<file path="config.mk">
export PLATFORM = sky130hd
export DESIGN_NAME = sms_latch_pulse_driver_flat
export DESIGN_NICKNAME = d
export VERILOG_FILES = /design/src/rtl/sms_pkg.sv /design/src/rtl/sms_latch_pulse_driver_if.sv /design/src/rtl/sms_latch_chan.sv /design/src/rtl/sms_latch_pulse_driver.sv /design/src/flat_wrapper.sv
export SDC_FILE = /design/constraint.sdc
export NUM_CORES = 1
export LEC_CHECK = 0
export CORE_ASPECT_RATIO = 1.5
export CORE_MARGIN = 2
export CORE_UTILIZATION = 55
export DETAILED_ROUTE_END_ITERATION = 12
export HOLD_SLACK_MARGIN = 0.12
export PLACE_DENSITY = 0.92
export SYNTH_ARGS = -nofsm -noshare
export SYNTH_HDL_FRONTEND = slang
export SYNTH_HIERARCHICAL = 1
export SYNTH_SLANG_ARGS = --single-unit
</file>
<file path="constraint.sdc">
create_clock -name clk -period 3.3 [get_ports clk]
set_input_delay 0.99 -clock clk [delete_from_list [all_inputs] [get_ports clk]]
set_output_delay 0.99 -clock clk [all_outputs]
set_load 0.02 [all_outputs]
</file>
<file path="src/rtl/sms_pkg.sv">
// Shared definitions for the SMS latch-card pulse driver.
//   chan_state_t : per-channel FSM state
//   chan_out_t   : bundle of one channel's outputs, packed for fan-in at the top
//   DEF_*        : default pulse / guard / master-reset widths in clk cycles
//   cnt_width    : counter width able to hold the largest of the three widths
package sms_pkg;

  typedef enum logic [2:0] {
    INIT,
    IDLE,
    SET,
    CLR,
    GAP
  } chan_state_t;

  typedef struct packed {
    logic set_n;
    logic clr_n;
    logic busy;
    logic err;
    logic drop;
  } chan_out_t;

  localparam int unsigned DEF_PULSE_W = 4;
  localparam int unsigned DEF_GAP_W   = 2;
  localparam int unsigned DEF_MR_W    = 8;

  function automatic int unsigned cnt_width(int unsigned pulse_w, int unsigned gap_w,
                                            int unsigned mr_w);
    int unsigned m;
    m = pulse_w;
    if (gap_w > m) m = gap_w;
    if (mr_w > m) m = mr_w;
    return $clog2(m + 1);
  endfunction

endpackage

</file>
<file path="src/rtl/sms_latch_pulse_driver_if.sv">
// Bus between the CPU control logic / card and the SMS latch pulse driver.
//   set_req, clr_req : per-channel one-cycle request strobes
//   fb               : per-channel latch true output read back from the card
//   err_clr          : one-cycle strobe clearing err and drop
//   set_n, clr_n     : per-channel active-low trigger pulses to the card
//   mr_n             : shared active-low master reset to the card
//   busy, err, drop  : per-channel status
// master: the environment side (control logic plus card read-back).
// slave : the pulse driver.
interface sms_latch_pulse_driver_if;

  logic [1:0] set_req;
  logic [1:0] clr_req;
  logic [1:0] fb;
  logic       err_clr;
  logic [1:0] set_n;
  logic [1:0] clr_n;
  logic       mr_n;
  logic [1:0] busy;
  logic [1:0] err;
  logic [1:0] drop;

  modport master (
    output set_req, clr_req, fb, err_clr,
    input  set_n, clr_n, mr_n, busy, err, drop
  );

  modport slave (
    input  set_req, clr_req, fb, err_clr,
    output set_n, clr_n, mr_n, busy, err, drop
  );

endinterface

</file>
<file path="src/rtl/sms_latch_chan.sv">
// One latch channel: request FSM, pulse/guard counter, feedback check and the
// sticky err/drop flags.
//   clk_i, reset_i : clock and synchronous active-high reset
//   init_done_i    : one-cycle pulse, master reset ends on this edge
//   set_req_i      : set request strobe
//   clr_req_i      : clear request strobe (dominates set_req_i)
//   fb_i           : latch true output from the card
//   err_clr_i      : clears err and drop
//   out_o          : set_n, clr_n, busy, err, drop for this channel
module sms_latch_chan
  import sms_pkg::*;
#(
  parameter int unsigned PULSE_W = DEF_PULSE_W,
  parameter int unsigned GAP_W   = DEF_GAP_W,
  parameter int unsigned CntW    = 4
) (
  input  logic      clk_i,
  input  logic      reset_i,
  input  logic      init_done_i,
  input  logic      set_req_i,
  input  logic      clr_req_i,
  input  logic      fb_i,
  input  logic      err_clr_i,
  output chan_out_t out_o
);

  chan_state_t     state_q, state_d;
  logic [CntW-1:0] cnt_q, cnt_d;
  logic            was_set_q, was_set_d;  // polarity of the pulse being checked
  logic            err_q, err_d;
  logic            drop_q, drop_d;
  logic            err_set;
  logic            drop_set;

  always_ff @(posedge clk_i) begin
    if (reset_i) begin
      state_q   <= INIT;
      cnt_q     <= '0;
      was_set_q <= 1'b0;
      err_q     <= 1'b0;
      drop_q    <= 1'b0;
    end else begin
      state_q   <= state_d;
      cnt_q     <= cnt_d;
      was_set_q <= was_set_d;
      err_q     <= err_d;
      drop_q    <= drop_d;
    end
  end

  always_comb begin
    state_d   = state_q;
    cnt_d     = cnt_q;
    was_set_d = was_set_q;
    err_set   = 1'b0;
    unique case (state_q)
      INIT: begin
        if (init_done_i) begin
          state_d = IDLE;
          cnt_d   = '0;
        end
      end
      IDLE: begin
        if (clr_req_i) begin
          state_d   = CLR;
          cnt_d     = '0;
          was_set_d = 1'b0;
        end else if (set_req_i) begin
          state_d   = SET;
          cnt_d     = '0;
          was_set_d = 1'b1;
        end
      end
      SET, CLR: begin
        if (cnt_q == CntW'(PULSE_W - 1)) begin
          state_d = GAP;
          cnt_d   = '0;
        end else begin
          cnt_d = cnt_q + 1'b1;
        end
      end
      GAP: begin
        if (cnt_q == CntW'(GAP_W - 1)) begin
          state_d = IDLE;
          cnt_d   = '0;
          err_set = (fb_i != was_set_q);
        end else begin
          cnt_d = cnt_q + 1'b1;
        end
      end
      default: begin
        state_d = INIT;
        cnt_d   = '0;
      end
    endcase
  end

  // Requests in INIT are swallowed silently; only a busy pulse/guard drops them.
  assign drop_set = (state_q == SET || state_q == CLR || state_q == GAP) &&
                    (set_req_i || clr_req_i);

  // A new event in the same cycle as err_clr wins.
  assign err_d  = (err_q & ~err_clr_i) | err_set;
  assign drop_d = (drop_q & ~err_clr_i) | drop_set;

  always_comb begin
    out_o.set_n = (state_q != SET);
    out_o.clr_n = (state_q != CLR);
    out_o.busy  = (state_q != IDLE);
    out_o.err   = err_q;
    out_o.drop  = drop_q;
  end

endmodule

</file>
<file path="src/rtl/sms_latch_pulse_driver.sv">
// Clocked driver for a two-latch SMS set/reset card. Turns request strobes into
// timed active-low trigger pulses, holds the card in master reset after reset
// release, and checks latch feedback after every pulse.
//   clk   : system clock, rising edge
//   reset : synchronous active-high reset
//   bus   : slave side of sms_latch_pulse_driver_if (requests, feedback, status)
module sms_latch_pulse_driver
  import sms_pkg::*;
#(
  parameter int unsigned PULSE_W = DEF_PULSE_W,
  parameter int unsigned GAP_W   = DEF_GAP_W,
  parameter int unsigned MR_W    = DEF_MR_W
) (
  input logic                     clk,
  input logic                     reset,
  sms_latch_pulse_driver_if.slave bus
);

  localparam int unsigned CntW = cnt_width(PULSE_W, GAP_W, MR_W);

  logic [CntW-1:0] mr_cnt_q, mr_cnt_d;
  logic            mr_done_q, mr_done_d;
  logic            init_done;
  chan_out_t       chan0_out;
  chan_out_t       chan1_out;

  always_ff @(posedge clk) begin
    if (reset) begin
      mr_cnt_q  <= '0;
      mr_done_q <= 1'b0;
    end else begin
      mr_cnt_q  <= mr_cnt_d;
      mr_done_q <= mr_done_d;
    end
  end

  // init_done fires on the edge that ends the MR_W-th low cycle, so mr_n rises
  // on the same edge the channels leave INIT.
  assign init_done = !mr_done_q && (mr_cnt_q == CntW'(MR_W - 1));

  always_comb begin
    mr_cnt_d  = mr_cnt_q;
    mr_done_d = mr_done_q;
    if (init_done) begin
      mr_done_d = 1'b1;
      mr_cnt_d  = '0;
    end else if (!mr_done_q) begin
      mr_cnt_d = mr_cnt_q + 1'b1;
    end
  end

  sms_latch_chan #(
    .PULSE_W (PULSE_W),
    .GAP_W   (GAP_W),
    .CntW    (CntW)
  ) u_chan0 (
    .clk_i       (clk),
    .reset_i     (reset),
    .init_done_i (init_done),
    .set_req_i   (bus.set_req[0]),
    .clr_req_i   (bus.clr_req[0]),
    .fb_i        (bus.fb[0]),
    .err_clr_i   (bus.err_clr),
    .out_o       (chan0_out)
  );

  sms_latch_chan #(
    .PULSE_W (PULSE_W),
    .GAP_W   (GAP_W),
    .CntW    (CntW)
  ) u_chan1 (
    .clk_i       (clk),
    .reset_i     (reset),
    .init_done_i (init_done),
    .set_req_i   (bus.set_req[1]),
    .clr_req_i   (bus.clr_req[1]),
    .fb_i        (bus.fb[1]),
    .err_clr_i   (bus.err_clr),
    .out_o       (chan1_out)
  );

  assign bus.mr_n  = mr_done_q;
  assign bus.set_n = {chan1_out.set_n, chan0_out.set_n};
  assign bus.clr_n = {chan1_out.clr_n, chan0_out.clr_n};
  assign bus.busy  = {chan1_out.busy, chan0_out.busy};
  assign bus.err   = {chan1_out.err, chan0_out.err};
  assign bus.drop  = {chan1_out.drop, chan0_out.drop};

endmodule

</file>
<file path="src/flat_wrapper.sv">
// flat-port wrapper written by rule: the top's interface ports become plain ports
module sms_latch_pulse_driver_flat import sms_pkg::*;
#(
  parameter int unsigned PULSE_W = DEF_PULSE_W,
  parameter int unsigned GAP_W   = DEF_GAP_W,
  parameter int unsigned MR_W    = DEF_MR_W
)
  (clk, reset, bus_set_req, bus_clr_req, bus_fb, bus_err_clr, bus_set_n, bus_clr_n, bus_mr_n, bus_busy, bus_err, bus_drop);
  sms_latch_pulse_driver_if bus_i ();
  input logic clk;
  input logic reset;
  input wire logic [$bits(bus_i.set_req)-1:0] bus_set_req;
  input wire logic [$bits(bus_i.clr_req)-1:0] bus_clr_req;
  input wire logic [$bits(bus_i.fb)-1:0] bus_fb;
  input wire logic [$bits(bus_i.err_clr)-1:0] bus_err_clr;
  output wire logic [$bits(bus_i.set_n)-1:0] bus_set_n;
  output wire logic [$bits(bus_i.clr_n)-1:0] bus_clr_n;
  output wire logic [$bits(bus_i.mr_n)-1:0] bus_mr_n;
  output wire logic [$bits(bus_i.busy)-1:0] bus_busy;
  output wire logic [$bits(bus_i.err)-1:0] bus_err;
  output wire logic [$bits(bus_i.drop)-1:0] bus_drop;
  assign bus_i.set_req = bus_set_req;
  assign bus_i.clr_req = bus_clr_req;
  assign bus_i.fb = bus_fb;
  assign bus_i.err_clr = bus_err_clr;
  assign bus_set_n = bus_i.set_n;
  assign bus_clr_n = bus_i.clr_n;
  assign bus_mr_n = bus_i.mr_n;
  assign bus_busy = bus_i.busy;
  assign bus_err = bus_i.err;
  assign bus_drop = bus_i.drop;
  sms_latch_pulse_driver #(.PULSE_W(PULSE_W), .GAP_W(GAP_W), .MR_W(MR_W)) u_core (.clk(clk), .reset(reset), .bus(bus_i));
endmodule
</file>
==> results of run 1 <==
-- layer usage --
metal / vias to the layer above / routed length, um / GRT usage, %
met5: - / 0 / 0
met4: 0 / 49 / 6.82
met2: 28 / 1480 / 38.4
li1: 549 / - / -
met1: 529 / 1100 / 24.4
met3: 6 / 88 / 2.79
-- cell families after synthesis --
family	count (synthesis)	share of synthesized area, %
XOR/XNOR	6	3.92
buffers and inverters	12	4.48
multiplexers	5	3.73
adder cells (fa/ha/maj)	5	4.66
AO/OA/AOI/OAI	27	18.2
AND/OR/NAND/NOR	66	27.7
flip-flops	25	37.3
-- final cells by class --
type | count | area, um2 | area share (%)
repair buffers | 20 | 198 | 12.7
inverters | 6 | 22.5 | 1.45
flip-flops and latches | 25 | 500 | 32.2
multi-input cells | 109 | 781 | 50.2
clock buffers | 4 | 26.3 | 1.69
well taps | 23 | 28.8 | 1.85
-- synthesized netlist by cell type, drive strengths merged, types with 5 or more instances --
library cell,n,area share (%)
nor2,21,6.2
nand2,9,2.5
nor3b,8,4.5
a21oi,7,2.9
dfxtp,25,37
inv,6,1.7
nand2b,8,3.7
xor2,5,3.3
mux2i,5,3.7
ha,5,4.7
a22oi,6,3.4
-- metrics by stage --
| stage | std cells | area (um2) | hold slack (ns) | total power (uW) | util, % |
|---|---|---|---|---|---|
| after floorplan | 146 | 1340 | 0.446 | 594 | - |
| after global placement | 183 | 1530 | 0.463 | 672 | 66.9 |
| after detailed placement | 183 | 1530 | 0.474 | 686 | 66.9 |
| after CTS | 187 | 1560 | 0.519 | 818 | 68.1 |
| after global routing | 187 | 1560 | 0.528 | 866 | 68.1 |
| final | 187 | 1560 | 0.514 | 817 | 68.1 |
-- worst reg2reg max path: stages (launching register included) --
cell and delay (ns):
dfxtp_1 0.36, ha_1 0.22, and4bb_2 0.28, nor2b_1 0.17, a2111oi_4 0.47, a22oi_1 0.18, nor3_2 0.13
-- sequential cells by signal, indices dropped and copies added, names as in the netlist --
register                  flops
u_core/mr_cnt_q               4
u_core/u_chan0/cnt_q          4
u_core/u_chan1/cnt_q          4
u_core/u_chan0/state_q        3
u_core/u_chan1/state_q        3
u_core/bus.mr_n               1
u_core/u_chan0/drop_q         1
u_core/u_chan0/err_q          1
u_core/u_chan0/was_set_q      1
u_core/u_chan1/drop_q         1
u_core/u_chan1/err_q          1
u_core/u_chan1/was_set_q      1
-- how the worst min path moves through the flow --
stage	from	endpoint	slack, ns	depth (start not counted)
after floorplan	u_core/mr_cnt_q[3]$_SDFFE_PP0N_	u_core/mr_cnt_q[3]$_SDFFE_PP0N_	0.45	2
after detailed placement	u_core/mr_cnt_q[3]$_SDFFE_PP0N_	u_core/mr_cnt_q[3]$_SDFFE_PP0N_	0.47	2
final	u_core/mr_cnt_q[3]$_SDFFE_PP0N_	u_core/mr_cnt_q[3]$_SDFFE_PP0N_	0.51	2
after global placement	u_core/mr_cnt_q[3]$_SDFFE_PP0N_	u_core/mr_cnt_q[3]$_SDFFE_PP0N_	0.46	2
after global routing	u_core/mr_cnt_q[3]$_SDFFE_PP0N_	u_core/mr_cnt_q[3]$_SDFFE_PP0N_	0.53	2
after CTS	u_core/mr_cnt_q[3]$_SDFFE_PP0N_	u_core/mr_cnt_q[3]$_SDFFE_PP0N_	0.52	2
-- report_power, final --
| part | total [uW] | leakage, uW | internal (uW) | switching, uW |
|---|---|---|---|---|
| Clock | 136 | 0.0000150 | 47.1 | 88.5 |
| Sequential | 390 | 0.000203 | 336 | 54.4 |
| Combinational | 291 | 0.000388 | 141 | 150 |
| Total | 817 | 0.000606 | 524 | 293 |
==> out/qor.csv, run 1 <==
stage,metric,value,unit
outcome,status,"finished, final reports clean",
synthesis,yosys_warnings,6,
synthesis,avgSynthCellArea,9.19,um2
cts,h-tree-depth,1,
worst_setup_path,cp-start-kind,flop,
cts,cts_setup_buffers,0,
power,vdd_drop_max,386,uV
worst_setup_path,crit_chain,"nor3b_1, inv_1, clkdlybuf4s50_1",
worst_setup_path,reg2reg_depth,6,
cts,ctsHoldBuffers,0,
floorplan,fp.dieArea,0.00286,mm2
synthesis,netlist_instances,146,
cts,clock_latency,0.31,ns
sta,finalSetupViolCount,0,
sta,fmax,339,MHz
floorplan,die_w,44.3,um
detailed_routing,drt-total-wl,2.72,mm
cts,clkTransAtPathRegs,0.14,ns
power,leakage,0.000606,uW
floorplan,rows,21,
sta,finalCritPeriodShare,89.4,%
cts,ctsResizeCount,0,
layout,syn_to_final_growth,16.0,%
synthesis,ys_seq_area_share,37.3,%
worst_setup_path,cp_num_buf_inv,2,
floorplan,ioPinCount,20,
power,p_per_area,525,mW/mm2
worst_setup_path,cp_top_family,buffers and inverters,
worst_setup_path,timing.reg2reg.setup_slack,1.42,ns
layout,fillers,195,
layout,diodes,0,
sta,finalSetupTns,0,ns
placement,place_congestion,0.894,
worst_setup_path,crit_end,bus_busy[1],
cts,cts_root_buffer,clkbuf_4,
global_routing,grt_pass1_vias,1079,
synthesis,synth_edf_count,0,
synthesis,synthFlopType,dfxtp_1,
global_routing,grt.overflow.total,0,
detailed_routing,drtAntennaViolNets,0,
synthesis,synth_fp_nets,160,
worst_setup_path,worstPathMaxFanout,9,
hold_path,hp-class,flop to flop,
layout,fin_nets,179,
global_routing,grt_pass1_wl,4.69,mm
floorplan,core,0.00229,mm2
sta,finalHoldViolCount,0,
sta,final.min_clock_period,2.95,ns
layout,drive_above_1_share,9.15,%
global_routing,antenna_found_initial,0,
worst_setup_path,critical_path_depth,3,
cts,cts_tree,yes,
sta,finalMaxSlewViolations,0,
global_routing,grt_max_degree,22,
synthesis,ys_seq_elements,25,
worst_setup_path,critPathCaptureType,primary output,
placement,dp_hpwl,2.09,mm
synthesis,syn-cell-area,0.00134,mm2
worst_setup_path,crit_arrival,1.96,ns
sta,setup_ws,0.350,ns
sta,max_slew_margin,48.1,%
sta,tightest_slew,0.776,ns
cts,ctsLongestPathBuffers,2,
placement,numPortBuffers,19,
global_routing,track_usage,21.1,%
synthesis,synthArstFlopShare,0,%
sta,grt_setup_unrepaired,false,
floorplan,chipHeight,64.5,um
run,cap_violations,0,
detailed_routing,routed_via_density,5.95,
detailed_routing,wl_per_cell,14.5,um
worst_setup_path,crit-reg2reg-launch,u_core/mr_cnt_q[0]$_SDFFE_PP0N_,
worst_setup_path,required,2.31,ns
worst_setup_path,cp_slowest_stage_delay,0.55,ns
worst_setup_path,critical-path-slowest-cell,clkdlybuf4s50_1,
cts,cts.sinks,25,
placement,pre_cts_slack,0.655,ns
worst_setup_path,r2r_end,u_core/u_chan0/cnt_q[2]$_SDFFE_PP0P_,
sta,finalClockSkew,0.00782,ns
detailed_routing,vias,1112,
synthesis,synth.distinct_cells,34,
floorplan,initial_core_util,58.7,%
detailed_routing,drc,0,
cts,cts_made_buffers,3,
layout,final_common_cell,dfxtp_1,
worst_setup_path,crit_type,flop to primary output,
detailed_routing,firstDrtPassIters,4,
layout,layout_common_cells,"25 x dfxtp_1, 19 x clkdlybuf4s50_1, 19 x nor2_1, 9 x nand2_1",
worst_setup_path,crit_start,u_core/u_chan1/state_q[0]$_SDFFE_PP0P_,
detailed_routing,first_iter_violations,30,
(Power assumes the default switching activity.)
==> inputs of run 2 (changes only) <==
--- a/config.mk
+++ b/config.mk
@@ -11,6 +11,7 @@
 export DETAILED_ROUTE_END_ITERATION = 12
 export HOLD_SLACK_MARGIN = 0.12
 export PLACE_DENSITY = 0.92
+export SKIP_LAST_GASP = 1
 export SYNTH_ARGS = -nofsm -noshare
 export SYNTH_HDL_FRONTEND = slang
 export SYNTH_HIERARCHICAL = 1
==> results of run 2 <==
Final layout, timing and power as in run 1 (identical DEF).
==> inputs of run 3 (changes only) <==
--- a/config.mk
+++ b/config.mk
@@ -5,9 +5,10 @@
 export SDC_FILE = /design/constraint.sdc
 export NUM_CORES = 1
 export LEC_CHECK = 0
-export CORE_ASPECT_RATIO = 1.5
+export CORE_ASPECT_RATIO = 0.8
 export CORE_MARGIN = 2
 export CORE_UTILIZATION = 55
+export CTS_CLUSTER_SIZE = 25
 export DETAILED_ROUTE_END_ITERATION = 12
 export HOLD_SLACK_MARGIN = 0.12
 export PLACE_DENSITY = 0.92
==> out/qor.csv, run 3 (same netlist as run 1, synthesis figures left out) <==
stage,metric,value,unit,change
layout,syn_to_final_growth,16.3,%,was 16.0%
sta,grt_setup_unrepaired,false,,unchanged
global_routing,track_usage,20.8,%,was 21.1%
detailed_routing,vias,1090,,was 1112
detailed_routing,first_iter_violations,58,,was 30
worst_setup_path,crit_arrival,1.92,ns,was 1.96 ns
run,cap_violations,0,,unchanged
placement,numPortBuffers,19,,unchanged
global_routing,antenna_found_initial,0,,unchanged
floorplan,rows,15,,was 21
cts,cts_made_buffers,3,,unchanged
layout,final_common_cell,dfxtp_1,,unchanged
sta,finalSetupTns,0,ns,unchanged
cts,ctsResizeCount,0,,unchanged
layout,seqCellArea,500,um2,unchanged
sta,max_slew_margin,64.0,%,was 48.1%
power,p_per_area,522,mW/mm2,was 525 mW/mm2
cts,cts_tree,yes,,unchanged
detailed_routing,routed_via_density,5.77,,was 5.95
sta,hold-worst-slack,0.502,ns,was 0.514 ns
layout,drive_above_1_share,9.76,%,was 9.15%
global_routing,grt_pass1_wl,4.41,mm,was 4.69 mm
sta,finalSetupViolCount,0,,unchanged
sta,finalHoldViolCount,0,,unchanged
layout,diodes,0,,unchanged
layout,reg_top3,"u_core/mr_cnt_q: 4 flops, u_core/u_chan0/cnt_q: 4 flops, u_core/u_chan1/cnt_q: 4 flops",,unchanged
layout,fin_nets,179,,unchanged
global_routing,grt_pass1_vias,991,,was 1079
floorplan,die_w,59.2,um,was 44.3 um
hold_path,hp-class,flop to flop,,unchanged
cts,ctsHoldBuffers,0,,unchanged
cts,clkTransAtPathRegs,0.13,ns,was 0.14 ns
sta,tightest_slew,0.539,ns,was 0.776 ns
detailed_routing,drt-total-wl,2.56,mm,was 2.72 mm
floorplan,fp.dieArea,0.00285,mm2,was 0.00286 mm2
worst_setup_path,critPathCaptureType,primary output,,unchanged
layout,fillers,164,,was 195
detailed_routing,wl_per_cell,13.6,um,was 14.5 um
floorplan,initial_core_util,60.1,%,was 58.7%
floorplan,core,0.00223,mm2,was 0.00229 mm2
floorplan,ioPinCount,20,,unchanged
layout,final_util,69.9,%,was 68.1%
worst_setup_path,worstPathMaxFanout,9,,unchanged
cts,cts_root_buffer,clkbuf_4,,unchanged
sta,finalCritPeriodShare,88.3,%,was 89.4%
layout,multi_input_area,781,um2,unchanged
placement,place_congestion,0.885,,was 0.894
global_routing,grt.overflow.total,0,,unchanged
power,leakage,0.000609,uW,was 0.000606 uW
worst_setup_path,crit_type,flop to primary output,,unchanged
sta,final.min_clock_period,2.91,ns,was 2.95 ns
detailed_routing,firstDrtPassIters,4,,unchanged
floorplan,chipHeight,48.2,um,was 64.5 um
detailed_routing,drc,0,,unchanged
cts,h-tree-depth,1,,unchanged
worst_setup_path,required,2.31,ns,about the same
layout,layout_common_cells,"25 x dfxtp_1, 19 x clkdlybuf4s50_1, 19 x nor2_1, 9 x nand2_1",,unchanged
cts,cts_setup_buffers,0,,unchanged
power,vdd_drop_max,328,uV,was 386 uV
worst_setup_path,cp-start-kind,flop,,unchanged
placement,dp_hpwl,1.90,mm,was 2.09 mm
sta,finalMaxSlewViolations,0,,unchanged
sta,fmax,343,MHz,was 339 MHz
cts,clock_latency,0.32,ns,was 0.31 ns
cts,cts.sinks,25,,unchanged
global_routing,grt_max_degree,25,,was 22
sta,finalClockSkew,0.00602,ns,was 0.00782 ns
detailed_routing,drtAntennaViolNets,0,,unchanged
cts,ctsLongestPathBuffers,2,,unchanged
outcome,status,"finished, final reports clean",,unchanged
[run 3: cell types whose count changed in the layout (fill, tap and decap cells not counted)]
cell,change
clkbuf_1,-1
clkinv_2,+1
[run 3: routing by layer]
metal  vias to the layer above  routed length [um]  global-route usage (%)
li1                        548                   -                       -
met1                       512                1250                    27.2
met2                        28                1170                    35.2
met3                         2                 127                    5.04
met4                         0                  12                    5.45
met5                         -                   0                       0
[run 3: final cells by class]
type | count | area share [%]
repair buffers | 20 | 12.7
inverters | 6 | 1.44
clock buffers | 3 | 1.44
multi-input cells | 109 | 50.0
flip-flops and latches | 25 | 32.1
well taps | 25 | 2.00
clock inverters | 1 | 0.321
[run 3: worst paths after layout]
path	slack, ns	cells past startpoint	from	endpoint
max	0.39	3	u_core/u_chan0/state_q[0]$_SDFFE_PP0P_	bus_busy[0]
max reg2reg	1.38	6	u_core/mr_cnt_q[0]$_SDFFE_PP0N_	u_core/u_chan1/cnt_q[2]$_SDFFE_PP0P_
min	0.50	2	u_core/mr_cnt_q[3]$_SDFFE_PP0N_	u_core/mr_cnt_q[3]$_SDFFE_PP0N_
min reg2reg	0.50	2	u_core/mr_cnt_q[3]$_SDFFE_PP0N_	u_core/mr_cnt_q[3]$_SDFFE_PP0N_
[run 3: worst max-delay path, stage by stage (launching register included)]
cell and delay, ns:
dfxtp_1 0.53, nor3b_1 0.45, inv_1 0.08, clkdlybuf4s50_1 0.55
[run 3: through the flow]
| step | power, uW | instances | cell area (um2) | setup WS, ns |
|---|---|---|---|---|
| 6_report | 815 | 189 | 1560 | 0.386 |
| 5_1_grt | 870 | 189 | 1560 | 0.180 |
| 3_3_place_gp | 672 | 185 | 1530 | 0.725 |
| 2_1_floorplan | 594 | 146 | 1340 | 1.26 |
| 3_5_place_dp | 683 | 185 | 1530 | 0.690 |
| 4_1_cts | 820 | 189 | 1560 | 0.378 |
[run 3: power breakdown]
part | internal (uW) | total [uW] | switching [uW]
clock | 45.4 | 133 | 88.1
sequential | 336 | 392 | 56.5
combinational | 141 | 290 | 149
total | 522 | 815 | 293
